[src/rtl/var_deshift.sv]
`default_nettype none
// ============================================================================
//  Module   : var_deshift
//  Purpose  : Variable-length serial-to-parallel deserializer. A word of
//             1..WIDTH bits is collected MSB-first or LSB-first and presented
//             right-justified on q with a valid/ready handshake.
//  Revision : 1.0  initial release
// ----------------------------------------------------------------------------
//  Ports
//    clk      in   1      clock, rising edge
//    clr      in   1      synchronous reset, active low
//    start    in   1      begin a new word (sampled in IDLE only)
//    len      in   LW     word length, legal range 1..WIDTH
//    dir      in   1      0 = MSB-first, 1 = LSB-first
//    sin      in   1      serial data
//    sin_vld  in   1      qualifies sin
//    q        out  WIDTH  assembled word, right-justified, upper bits zero
//    q_vld    out  1      q holds a completed word
//    q_rdy    in   1      consumer accepts q
//    busy     out  1      state is not IDLE
//    err      out  1      one-cycle pulse on a rejected start
// ============================================================================
module var_deshift #(
  parameter int WIDTH = 32,
  parameter int LW    = 6
) (
  input  logic             clk,
  input  logic             clr,
  input  logic             start,
  input  logic [LW-1:0]    len,
  input  logic             dir,
  input  logic             sin,
  input  logic             sin_vld,
  output logic [WIDTH-1:0] q,
  output logic             q_vld,
  input  logic             q_rdy,
  output logic             busy,
  output logic             err
);

  localparam logic [1:0] S_IDLE  = 2'd0;
  localparam logic [1:0] S_SHIFT = 2'd1;
  localparam logic [1:0] S_HOLD  = 2'd2;

  localparam logic [LW-1:0] C_WIDTH = LW'(WIDTH);
  localparam logic [LW-1:0] C_ONE   = LW'(1);

  logic [1:0]       state_q, state_d;
  logic [LW-1:0]    len_q,   len_d;
  logic             dir_q,   dir_d;
  logic [WIDTH-1:0] sreg_q,  sreg_d;
  logic [LW-1:0]    cnt_q,   cnt_d;
  logic [WIDTH-1:0] word_q,  word_d;
  logic             err_q,   err_d;

  logic             w_len_ok;
  logic             w_take;
  logic             w_last;
  logic [WIDTH-1:0] w_sreg_shift;
  logic [LW-1:0]    w_shamt;
  logic [WIDTH-1:0] w_aligned;

  // A requested length is legal only in 1..WIDTH.
  assign w_len_ok = (len != '0) && (len <= C_WIDTH);

  // A bit is consumed only while shifting and qualified by sin_vld.
  assign w_take = (state_q == S_SHIFT) && sin_vld;
  assign w_last = w_take && (cnt_q == (len_q - C_ONE));

  // MSB-first words grow from bit 0 upward; LSB-first words enter at the
  // top and walk downward, so they end up left-justified in the register.
  assign w_sreg_shift = dir_q ? {sin, sreg_q[WIDTH-1:1]}
                              : {sreg_q[WIDTH-2:0], sin};

  // LSB-first words need right-justifying by the unused bit count. For a
  // full-width word the shift amount is zero. MSB-first words are already
  // right-justified with zero upper bits since the register starts cleared.
  assign w_shamt   = C_WIDTH - len_q;
  assign w_aligned = dir_q ? (w_sreg_shift >> w_shamt) : w_sreg_shift;

  // --------------------------------------------------------------------------
  // State register
  // --------------------------------------------------------------------------
  always_ff @(posedge clk) begin
    if (!clr) begin
      state_q <= S_IDLE;
    end else begin
      state_q <= state_d;
    end
  end

  // --------------------------------------------------------------------------
  // Next-state logic
  // --------------------------------------------------------------------------
  always_comb begin
    state_d = state_q;
    case (state_q)
      S_IDLE: begin
        if (start && w_len_ok) begin
          state_d = S_SHIFT;
        end
      end
      S_SHIFT: begin
        if (w_last) begin
          state_d = S_HOLD;
        end
      end
      S_HOLD: begin
        if (q_rdy) begin
          state_d = S_IDLE;
        end
      end
      default: begin
        state_d = S_IDLE;
      end
    endcase
  end

  // --------------------------------------------------------------------------
  // Output logic
  // --------------------------------------------------------------------------
  always_comb begin
    busy  = (state_q != S_IDLE);
    q_vld = (state_q == S_HOLD);
    q     = word_q;
    err   = err_q;
  end

  // --------------------------------------------------------------------------
  // Datapath next values
  // --------------------------------------------------------------------------
  always_comb begin
    len_d  = len_q;
    dir_d  = dir_q;
    sreg_d = sreg_q;
    cnt_d  = cnt_q;
    word_d = word_q;
    err_d  = 1'b0;

    case (state_q)
      S_IDLE: begin
        if (start) begin
          if (w_len_ok) begin
            len_d  = len;
            dir_d  = dir;
            sreg_d = '0;
            cnt_d  = '0;
          end else begin
            err_d = 1'b1;
          end
        end
      end
      S_SHIFT: begin
        if (w_take) begin
          sreg_d = w_sreg_shift;
          // cnt reaches len on the last bit; len <= WIDTH fits in LW bits.
          cnt_d  = cnt_q + C_ONE;
          if (w_last) begin
            word_d = w_aligned;
          end
        end
      end
      default: begin
        // HOLD keeps everything; q is retained after the transfer too.
      end
    endcase
  end

  // --------------------------------------------------------------------------
  // Datapath registers
  // --------------------------------------------------------------------------
  always_ff @(posedge clk) begin
    if (!clr) begin
      len_q  <= '0;
      dir_q  <= 1'b0;
      sreg_q <= '0;
      cnt_q  <= '0;
      word_q <= '0;
      err_q  <= 1'b0;
    end else begin
      len_q  <= len_d;
      dir_q  <= dir_d;
      sreg_q <= sreg_d;
      cnt_q  <= cnt_d;
      word_q <= word_d;
      err_q  <= err_d;
    end
  end

endmodule
`default_nettype wire

[config.mk]
export PLATFORM = sky130hd
export DESIGN_NAME = var_deshift
export DESIGN_NICKNAME = d
export VERILOG_FILES = /design/src/rtl/var_deshift.sv
export SDC_FILE = /design/constraint.sdc
export NUM_CORES = 1
export LEC_CHECK = 0
export ABC_AREA = 1
export CAP_MARGIN = 10
export CORE_MARGIN = 2
export CORE_UTILIZATION = 59
export CTS_CLUSTER_DIAMETER = 40
export DETAILED_ROUTE_END_ITERATION = 10
export PLACE_DENSITY = 0.88
export SLEW_MARGIN = 20
export SYNTH_ARGS = -nofsm -noshare
export SYNTH_HDL_FRONTEND = slang
export SYNTH_SLANG_ARGS = --single-unit
export TNS_END_PERCENT = 1
[constraint.sdc]
create_clock -name clk -period 3.1 [get_ports clk]
set_input_delay 0.93 -clock clk [delete_from_list [all_inputs] [get_ports clk]]
set_output_delay 0.93 -clock clk [all_outputs]
set_load 0.005 [all_outputs]
# Word-level counts from Yosys, hierarchy flattened
# Cells that the tools add are included.
word_totals:
  output_inout_bits: 35
  wordCells: 49
  regBits: 80
  n_memories: 0
  rom_bits: 0
  latchBits: 0
  ram_bits: 0
classes:
  bitwise: 0
  eq_ne: 9
  n_mux: 15
  div_mod_pow: 0
  n_reduce_logical: 13
  n_shift: 1
  mul: 0
  n_addsub: 3
  order_cmp: 1
ops:
  columns: ["op", "n"]
  rows:
  - ["two-way mux 32 bit", 5]
  - ["one-hot mux 32 bit (2 select lines)", 1]
  - ["right shift 32 x 6 -> 32 bit", 1]
  - ["two-way mux 6 bit", 3]
  - ["one-hot mux 6 bit (2 select lines)", 1]
  - ["AND reduction 3 bit", 4]
  - ["!= test 2 bit (second input constant)", 5]
  - ["adder 6 x 1 -> 6 bit (second input constant)", 1]
  - ["equality test 6 bit", 1]
  - ["<= comparator 6 bit (second input constant)", 1]
  - ["two-way mux 2 bit", 3]
  - ["one-hot mux 2 bit (3 select lines)", 1]
  - ["nonzero test 6 bit", 1]
  - ["subtractor 6 x 1 -> 6 bit (second input constant)", 1]
  - ["subtractor 6 bit (first input constant)", 1]
  - ["logical AND 1 bit", 4]
  - ["AND reduction 4 bit", 1]
  - ["nonzero test 2 bit", 2]
  - ["equality test 2 x 1 -> 1 bit (second input constant)", 1]
  - ["equality test 2 bit (second input constant)", 1]
  - ["logical NOT 2 bit", 1]
  - ["!= test 2 x 1 -> 1 bit (second input constant)", 1]
  - ["two-way mux 1 bit", 1]

# Logic depth before layout (Yosys ltp)
# Gate-level depths: netlist of the first run.
depth:
  ltp_word: 5
  mapped_depth: 19
  mapped_depth_nobuf: 15

# Worst setup path after synthesis of the first run
# OpenSTA, ideal clock, no wires.
synth_path:
  kind: "reg-to-reg"
  startpoint: "reg len_q[0]"
  endpoint: "reg word_q[11], in the netlist q[11]"
  path_slack_ps: 811
  path_stages_with_launch: 16
  t_arrival_ps: 2171
  synth_period_minus_slack_ps: 2289
  cell_sequence: "dfxtp_1 -> buf_4 -> inv_2 -> buf_6 -> buf_2 -> ha_1 -> clkbuf_1 -> xor2_1 -> nand3_2 -> nor2_4 -> nand3_4 -> nor2_4 -> buf_4 -> nand2_1 -> nor2_1 -> a21oi_1"
synth_via:
  elab_chain_cells: 4
synth_rtl:
  columns: ["element", "line", "source"]
  rows:
  - ["start, declared", "49", "logic [LW-1:0] len_q, len_d;"]
  - ["start signal, assigned", "181", "len_q <= len_d;"]
  - ["branches (longest 4 deep; another with subtractor 6 bit)", null, null]
  - ["end signal, assigned", "185", "word_q <= word_d;"]
  - ["end, declared", "53", "logic [WIDTH-1:0] word_q, word_d;"]
# Several ways; the timed one is not identified.
# A chain may end at the register's enable or synchronous reset.

# Worst setup path after layout of the first run
layout_path:
  startpoint: "reg len_q[1]"
  endpoint: "reg word_q[5], in the netlist q[5]"
# Same word-level chain as after synthesis.

==> run_results.csv, run 1 <==
group,metric,value,unit
status,status,"finished, final reports clean",
logic_synthesis,synth-xor-area-share,0.957,%
power,intPower,1.68,mW
finish,multi_input_area,3440,um2
cts,hold_buffers,0,
cts,cts_resized,0,
floorplanning,die_x,100,um
logic_synthesis,synthesis.nets,938,
floorplanning,dieArea,10100,um2
critical_path,rr_startpoint,"len_q[1]",
sta,maxSlewViolCount,0,
global_route,grt_pass1_wl,28.3,mm
critical_path,arrival,2.87,ns
global_route,grt_max_degree,44,
critical_path,critPathLaunch,"len_q[1]",
finish,antennaDiodeCount,0,
power,p_per_area,464,nW/um2
power,p_switching,1.16,mW
logic_synthesis,synth-edff-count,0,
cts,cts_root_buf,"clkbuf_8",
logic_synthesis,postSynthAreaPerCell,5.95,um2
critical_path,crit_path_end_kind,"flip-flop",
finish,seq_area,1600,um2
route,drt-total-wl,17.2,mm
sta,totalNegativeSetupSlack,0,ns
route,via_count,6321,
finish,nets,951,
finish,drive_gt1_share,5.84,%
hold_path,holdPathStages,2,
finish,areaGrowthSynthToFinish,11.4,%
route,drt_drc_violations_left,0,
hold_path,hold_end,"len_q[5]",
logic_synthesis,synth.distinct_cells,28,
critical_path,cp.required,3.42,ns
logic_synthesis,syn-cell-area,5490,um2
logic_synthesis,synth-seq-area-share,29.2,%
sta,rsz0062_at_grt,"no",
cts,clock_path_buffers,2,
power,p_seq_share,39.6,%
run,maxCapViolCount,0,
floorplanning,fp-row-count,35,
power,p_sw_share,40.8,%
logic_synthesis,synth_warnings,0,
cts,clkLatencyLatePin,0.36,ns
global_route,antenna_found_initial,0,
global_route,first_global_vias,5666,
finish,final_core_util,66.9,%
cts,clk_pin_slew,0.10,ns
route,drt-initial-drc-count,822,
sta,clock_skew,0.0181,ns
floorplanning,start_util,60.0,%
route,dr.pass1.iters,6,
cts,post_cts_buffers,0,
logic_synthesis,synthMuxAreaShare,0,%
hold_path,hp-start,"len_q[5]",
global_route,grt_overflow_total,0,
cts,cts_tree,"done",
critical_path,critical_path_class,"reg2reg",
floorplanning,pin_count,48,
logic_synthesis,synth_flop_cell,"dfxtp_1",
critical_path,r2r_end,"q[5]",
global_route,grt.total_usage,35.2,%
route,wl_per_cell,16.4,um
power,irDropWorstVdd,382,uV
floorplanning,die_y,100,um
place,portBuffers,47,
sta,fin_hold_ws,0.493,ns
finish,nFillCells,894,
critical_path,r2r_slack,0.54,ns
cts,cts_sinks,80,
logic_synthesis,synth_compound_area_share,13.4,%
sta,tightest_slew,0.836,ns
place,gp_congestion,1.04,
critical_path,r2r_cells,13,
sta,fin_crit_sh,82.5,%
sta,hold_violations,0,
logic_synthesis,async_reset_ff_share,0,%
route,routed_via_density,6.01,
sta,setup_viol,0,
logic_synthesis,yosys.area_share.simple,47.9,%
sta,max-slew-margin-rel,44.2,%
power,cellLeakagePower,2.66,nW
sta,final.min_clock_period,2.56,ns
critical_path,start_kind,"flip-flop",
floorplanning,coreArea,9150,um2
logic_synthesis,synth_cells,923,
power,p_clk_share,25.3,%
logic_synthesis,synth_fa_ha_area_share,0.456,%
power,combPwrFrac,35.1,%
route,drtAntennaViolNets,0,
place,dp_hpwl,12.4,mm
logic_synthesis,ys_seq_elements,80,
hold_path,worst_hold_path_type,"reg2reg",
cts,cts_buffers,9,
logic_synthesis,synth_top_family_by_area,"simple AND/OR/NAND/NOR gates",
sta,fmax,391,MHz
critical_path,critical_path.max_fanout,22,
cts,cts_max_level,3,
-- Yosys cell counts, types with 2 or more instances --
library cell | count | area (um2)
ha_1 | 2 | 25.0
nor2_1 | 121 | 454
o21ai_1 | 22 | 110
nand3b_1 | 3 | 22.5
nand3_2 | 2 | 20.0
clkbuf_1 | 26 | 97.6
nand2_1 | 194 | 728
xor2_1 | 5 | 43.8
nand2_4 | 2 | 22.5
nand4_1 | 8 | 50.1
nor2_4 | 4 | 45.0
a21oi_1 | 74 | 370
buf_1 | 10 | 37.5
nand2_2 | 5 | 31.3
buf_4 | 8 | 60.1
nor3_1 | 8 | 40.0
buf_2 | 15 | 75.1
nand3_1 | 236 | 1180
inv_1 | 38 | 143
dfxtp_1 | 80 | 1600
o21ai_0 | 48 | 240
inv_2 | 6 | 22.5
-- sequential cells by signal, indices dropped and copies added, names as in the netlist --
register / flops
q: 32
cnt_q: 6
state_q: 2
sreg_q: 32
len_q: 6
dir_q: 1
err: 1
-- metrics by stage --
stage / area, um2 / power [mW] / instances / worst slack (ns)
CTS: 6120 / 2.81 / 1052 / 0.577
floorplan: 5490 / 1.86 / 923 / 0.811
finish: 6120 / 2.84 / 1052 / 0.544
detailed placement: 5940 / 2.11 / 1036 / 0.281
global placement: 5940 / 2.10 / 1036 / 0.334
global route: 6120 / 2.99 / 1052 / 0.332
-- kinds of logic after synthesis --
family                     Yosys count
xor gates and xnor gates             6
and+or+nand+nor                    586
adders and majority gates            2
buffers and inverters              104
AOI/OAI and AO/OA                  145
DFF                                 80
-- worst max path at each step --
stage,end,depth (start not counted)
floorplan,q[11],15
global placement,q[20],10
detailed placement,q[19],10
CTS,q[5],13
global route,q[2],13
finish,q[5],13
-- placed cells by master (no fill, tap or decap), types with 3 or more instances in the layout --
cell type        instances
o21ai_0                 48
clkdlybuf4s50_1         46
nand3_1                236
clkbuf_8                10
nor2_1                 121
buf_4                   14
inv_2                    6
nor3_1                   8
inv_1                   38
dfxtp_1                 80
nand2_1                194
nand4_1                  8
nand2_2                  5
nor2_4                   4
a21oi_1                 74
o21ai_1                 22
xor2_1                   5
nand3b_1                 3
-- worst max-delay path: stages, from the launching register on --
cell and delay, ns:
dfxtp_1 0.35, inv_1 0.06, ha_1 0.35, buf_4 0.21, inv_1 0.51, buf_4 0.32
nand3_1 0.12, nand3_1 0.11, nand3_1 0.13, nand2_1 0.10, nand2_1 0.05, nand3_1 0.10
nand2_1 0.06, inv_1 0.04
-- final cells by class --
class | instances | area share, %
Clock inverter | 6 | 0.695
Sequential cell | 80 | 26.2
Inverter | 44 | 2.70
Clock buffer | 10 | 2.25
Multi-Input combinational cell | 739 | 56.3
Tap cell | 111 | 2.27
Timing Repair Buffer | 62 | 9.65
-- power by group through the flow --
stage | sequential, mW | combinational, mW | clock (mW)
6_report | 1.12 | 0.997 | 0.718
5_1_grt | 1.13 | 1.11 | 0.758
4_1_cts | 1.12 | 0.972 | 0.720
3_5_place_dp | 1.14 | 0.965 | 0
3_3_place_gp | 1.14 | 0.961 | 0
2_1_floorplan | 1.13 | 0.734 | 0
-- metal layers --
layer  vias to the layer above  global-route usage [%]  wire length, um  share of wire [%]
met5                         -                       0                0                  0
met1                      2805                    50.1             7640                 44
met4                         0                    14.1              601                3.5
met3                        52                    5.06             1590                9.2
met2                       334                    53.9             7410                 43
li1                       3130                       -                -                  -
(Power assumes the default switching activity.)
==> inputs of run 2 (changes only) <==
--- a/config.mk
+++ b/config.mk
@@ -8,10 +8,10 @@
 export ABC_AREA = 1
 export CAP_MARGIN = 10
 export CORE_MARGIN = 2
-export CORE_UTILIZATION = 59
+export CORE_UTILIZATION = 53
 export CTS_CLUSTER_DIAMETER = 40
 export DETAILED_ROUTE_END_ITERATION = 10
-export PLACE_DENSITY = 0.88
+export PLACE_DENSITY = 0.84
 export SLEW_MARGIN = 20
 export SYNTH_ARGS = -nofsm -noshare
 export SYNTH_HDL_FRONTEND = slang
==> constraint.sdc (replaced) <==
create_clock -name clk -period 2.2 [get_ports clk]
set_input_delay 0.66 -clock clk [delete_from_list [all_inputs] [get_ports clk]]
set_output_delay 0.66 -clock clk [all_outputs]
set_load 0.005 [all_outputs]
==> run_results.csv, run 2 (synthesis results as in run 1) <==
group,metric,value,unit
route,wl_per_cell,15.9,um
route,routed_via_density,6.00,
sta,hold_violations,0,
cts,clk_pin_slew,0.09,ns
critical_path,cp.depth,3,
cts,cts_tree,"done",
route,dr.pass1.iters,7,
critical_path,critPathMaxStageDelay,0.52,ns
status,status,"finished, final reports clean",
power,intPower,2.81,mW
critical_path,crit_path_end_kind,"output pin",
hold_path,worst_hold_path_type,"reg2reg",
place,placedCellCount,1084,
route,drt_drc_violations_left,0,
critical_path,slowest_stage,"clkdlybuf4s50_1",
critical_path,start_kind,"flip-flop",
floorplanning,die_y,106,um
global_route,grt_overflow_total,0,
cts,cts_sinks,80,
finish,mostFrequentLayoutCells,"236 x nand3_1, 193 x nand2_1, 120 x nor2_1, 78 x dfxtp_1, 74 x a21oi_1",
global_route,grt.total_usage,31.9,%
critical_path,cp.required,1.54,ns
floorplanning,start_util,53.9,%
critical_path,critPathLaunch,"state_q[1]",
global_route,grt_max_degree,41,
route,via_count,6596,
cts,cts_buffers,9,
power,p_sw_share,37.0,%
finish,final_common_cell,"nand3_1",
sta,setup_viol,0,
route,drt-total-wl,17.5,mm
sta,tightest_slew,0.512,ns
power,cellLeakagePower,2.84,nW
finish,drive_gt1_share,8.61,%
finish,stdcell_count,1100,
critical_path,r2r_slack,0.12,ns
power,p_clk_share,31.4,%
critical_path,critical_path.max_fanout,5,
finish,final_core_util,63.9,%
floorplanning,die_x,106,um
route,drtAntennaViolNets,0,
cts,clkLatencyLatePin,0.37,ns
finish,areaGrowthSynthToFinish,18.5,%
floorplanning,fp-row-count,37,
sta,max-slew-margin-rel,65.9,%
floorplanning,pin_count,48,
route,drt-initial-drc-count,672,
sta,rsz0062_at_grt,"yes",
critical_path,crit_family,"buffers and inverters",
floorplanning,coreArea,10200,um2
critical_path,cp_cell_sequence,"inv_1 -> nor2_2 -> clkdlybuf4s50_1",
finish,antennaDiodeCount,0,
global_route,antenna_found_initial,0,
critical_path,critical_path_class,"reg2out",
critical_path,rr_startpoint,"len_q[0]",
critical_path,path_buf_inv,2,
power,irDropWorstVdd,545,uV
route,route.met2.wl,7.92,mm
power,p_seq_share,35.6,%
cts,clock_path_buffers,2,
run,maxCapViolCount,0,
sta,clock_skew,0.00859,ns
place,gp_congestion,1.02,
global_route,grt_pass1_wl,28.9,mm
power,p_per_area,685,nW/um2
sta,final.min_clock_period,2.14,ns
critical_path,arrival,1.48,ns
global_route,first_global_vias,6113,
critical_path,crit_end,"q_vld",
power,p_switching,1.65,mW
floorplanning,dieArea,11200,um2
route,top_layer,"met4",
route,met1_length,6.96,mm
sta,fmax,467,MHz
critical_path,r2r_end,"q[8]",
place,portBuffers,47,
sta,fin_crit_sh,97.4,%
power,p_total,4.46,mW
power,combPwrFrac,32.9,%
finish,nets,974,
finish,nFillCells,1007,
cts,post_cts_buffers,0,
sta,totalNegativeSetupSlack,0,ns
sta,maxSlewViolCount,0,
cts,cts_root_buf,"clkbuf_8",
cts,cts_max_level,3,
route,route.met3.wl,1.48,mm
place,dp_hpwl,12.5,mm
critical_path,r2r_cells,11,
-- run 2: what timing repair did --
item,4_1_cts,5_1_grt
gates resized for setup,1,5
hold buffers,0,0
endpoints found under the setup margin,1,14
pin swaps,0,0
-- run 2: stage by stage --
| step | setup WS, ns | cell area [um2] | hold slack, ns |
|---|---|---|---|
| floorplan | 0.00959 | 5520 | 0.444 |
| global placement | -0.222 | 6230 | 0.467 |
| detailed placement | -0.263 | 6230 | 0.483 |
| CTS | 0.0229 | 6490 | 0.495 |
| global route | -0.0101 | 6500 | 0.537 |
| finish | 0.0566 | 6500 | 0.499 |
-- run 2: worst min-delay path, cell delays in order (launching register included) --
cell,delay (ns)
dfxtp_1,0.32
inv_1,0.07
a21oi_1,0.06
-- run 2: worst min-delay path by stage --
stage                   from        to  slack [ns]  cells after the start
global route        len_q[5]  len_q[5]        0.54                      2
finish              len_q[5]  len_q[5]        0.50                      2
global placement    len_q[5]  len_q[5]        0.47                      2
CTS                 len_q[5]  len_q[5]        0.50                      2
detailed placement  len_q[5]  len_q[5]        0.48                      2
floorplan           len_q[5]  len_q[5]        0.44                      2
-- run 2: layout make-up --
cell class	count	area [um2]	area share [%]
sequential	80	1600	24.7
inverter	44	165	2.54
timing repair buffer	85	846	13.0
clock buffer	12	155	2.39
clock inverter	4	98.8	1.52
multi-input combinational	739	3470	53.3
tap	136	170	2.62
-- run 2: power groups by stage --
stage                     sequential, mW  combinational, mW  clock, mW
after floorplan                     1.59               1.04          0
after global placement              1.62               1.39          0
after detailed placement            1.62               1.40          0
after CTS                           1.58               1.42       1.41
after global routing                1.59               1.63       1.46
final                               1.59               1.47       1.40
-- run 2: metal layers --
metal  vias up  track usage [%]
li1       3185                -
met4         0             21.0
met3        91             5.94
met2       375             51.1
met1      2945             39.1
met5         -                0
==> inputs of run 3 (changes only) <==
--- a/config.mk
+++ b/config.mk
@@ -7,11 +7,11 @@
 export LEC_CHECK = 0
 export ABC_AREA = 1
 export CAP_MARGIN = 10
-export CORE_MARGIN = 2
 export CORE_UTILIZATION = 53
 export CTS_CLUSTER_DIAMETER = 40
 export DETAILED_ROUTE_END_ITERATION = 10
 export PLACE_DENSITY = 0.84
+export RECOVER_POWER = 100
 export SLEW_MARGIN = 20
 export SYNTH_ARGS = -nofsm -noshare
 export SYNTH_HDL_FRONTEND = slang
==> run_results.csv, run 3 (synthesis results as in run 1) <==
group,metric,value,unit
sta,tightest_slew,0.534,ns
sta,hold_violations,0,
finish,antennaDiodeCount,0,
global_route,grt_max_degree,37,
cts,cts_max_level,3,
power,irDropWorstVdd,314,uV
critical_path,path_buf_inv,2,
finish,areaGrowthSynthToFinish,18.4,%
finish,stdcell_count,1107,
critical_path,rr_startpoint,"len_q[1]",
sta,maxSlewViolCount,0,
cts,cts_buffers,9,
floorplanning,fp-row-count,36,
cts,post_cts_buffers,0,
critical_path,cp.required,1.54,ns
power,p_per_area,651,nW/um2
floorplanning,dieArea,10800,um2
route,drt-initial-drc-count,713,
cts,cts_tree,"done",
route,dr.pass1.iters,5,
sta,fmax,470,MHz
route,routed_via_density,5.96,
global_route,grt.total_usage,33.5,%
finish,mostFrequentLayoutCells,"236 x nand3_1, 193 x nand2_1, 120 x nor2_1, 78 x dfxtp_1, 73 x a21oi_1",
floorplanning,start_util,55.4,%
route,wl_per_cell,15.9,um
finish,postLayoutCellArea,6500,um2
route,route.met2.wl,7.97,mm
power,cellLeakagePower,2.97,nW
status,status,"finished, final reports clean",
sta,final.min_clock_period,2.13,ns
route,route.met3.wl,1.43,mm
route,drtAntennaViolNets,0,
global_route,first_global_vias,5986,
critical_path,crit_path_end_kind,"output pin",
critical_path,start_kind,"flip-flop",
finish,nFillCells,957,
critical_path,slowest_stage,"clkdlybuf4s50_1",
sta,fin_crit_sh,96.6,%
finish,nets,984,
global_route,grt_overflow_total,0,
critical_path,r2r_cells,13,
route,drt_drc_violations_left,0,
critical_path,cp.depth,3,
critical_path,crit_end,"busy",
floorplanning,pin_count,48,
cts,cts_sinks,80,
critical_path,critical_path_class,"reg2out",
global_route,grt_pass1_wl,29.1,mm
place,portBuffers,47,
critical_path,r2r_slack,0.10,ns
critical_path,critical_path.max_fanout,6,
finish,final_common_cell,"nand3_1",
floorplanning,die_x,104,um
critical_path,arrival,1.47,ns
finish,drive_gt1_share,9.75,%
finish,final_core_util,65.6,%
cts,cts_root_buf,"clkbuf_8",
place,gp_congestion,0.956,
place,place_area,6280,um2
cts,clock_path_buffers,2,
route,drt-total-wl,17.6,mm
place,placedCellCount,1091,
floorplanning,die_y,104,um
critical_path,critPathMaxStageDelay,0.44,ns
global_route,antenna_found_initial,0,
sta,clock_skew,0.0106,ns
critical_path,crit_family,"buffers and inverters",
critical_path,r2r_end,"q[3]",
critical_path,critPathLaunch,"state_q[0]",
cts,clkLatencyLatePin,0.36,ns
sta,setup_viol,0,
route,met1_length,7.45,mm
route,via_count,6597,
run,maxCapViolCount,0,
hold_path,worst_hold_path_type,"reg2reg",
floorplanning,coreArea,9910,um2
cts,clk_pin_slew,0.09,ns
sta,max-slew-margin-rel,64.4,%
critical_path,cp_cell_sequence,"nor2_1 -> inv_1 -> clkdlybuf4s50_1",
route,top_layer,"met4",
place,dp_hpwl,12.9,mm
[run 3: cell types whose count changed in the layout (fill, tap and decap cells not counted), sizes merged]
cell           delta
buf               +8
clkdlybuf4s50    -33
inv               -1
dlygate4sd3      +33
bufinv            -2
clkinvlp          +1
clkinv            +3
clkbuf            +1
[run 3: cell type report]
type,instances,area (um2),share of cell area [%]
inverters,44,165,2.54
repair buffers,95,893,13.7
clock inverters,5,56.3,0.866
multi-input cells,739,3480,53.5
well taps,133,166,2.56
flip-flops and latches,80,1600,24.7
clock buffers,11,141,2.17
[run 3: metal layers]
layer	up-vias	global-route usage [%]
li1	3212	-
met1	2983	43.2
met2	337	54.0
met3	65	4.91
met4	0	18.1
met5	-	0
[run 3: worst min path at each step]
stage                        start        to  slack (ns)  cells after the start
after global routing      len_q[5]  len_q[5]        0.52                      2
after global placement    len_q[5]  len_q[5]        0.46                      2
final                     len_q[5]  len_q[5]        0.50                      2
after floorplan           len_q[5]  len_q[5]        0.44                      2
after detailed placement  len_q[5]  len_q[5]        0.49                      2
after CTS                 len_q[5]  len_q[5]        0.50                      2
[run 3: what timing repair did]
| item | 4_1_cts | 5_1_grt |
|---|---|---|
| resized for setup | 1 | 8 |
| pin swaps | 0 | 3 |
| setup endpoints to repair | 1 | 22 |
| hold buffers | 0 | 0 |
[run 3: through the flow]
stage	hold slack, ns	worst slack (ns)	total power [mW]	TNS (ns)
final	0.503	0.0744	4.23	0
after global routing	0.523	-0.00462	4.46	-0.00462
after CTS	0.504	0.0443	4.19	0
after detailed placement	0.492	-0.227	3.07	-13.20
after global placement	0.464	-0.207	3.06	-11.48
after floorplan	0.444	0.00959	2.63	0
[run 3: report_power, final]
part           switching (mW)  total, mW  leakage (nW)  internal [mW]
Sequential             0.0646       1.58         0.652           1.52
Clock                   0.583       1.14        0.0993          0.555
Combinational            1.01       1.52          2.22          0.502
Total                    1.66       4.23          2.97           2.57
[run 3: worst min-delay path, cell delays in order, from the launching register on]
cell	delay, ns
dfxtp_1	0.32
inv_1	0.08
a21oi_1	0.06
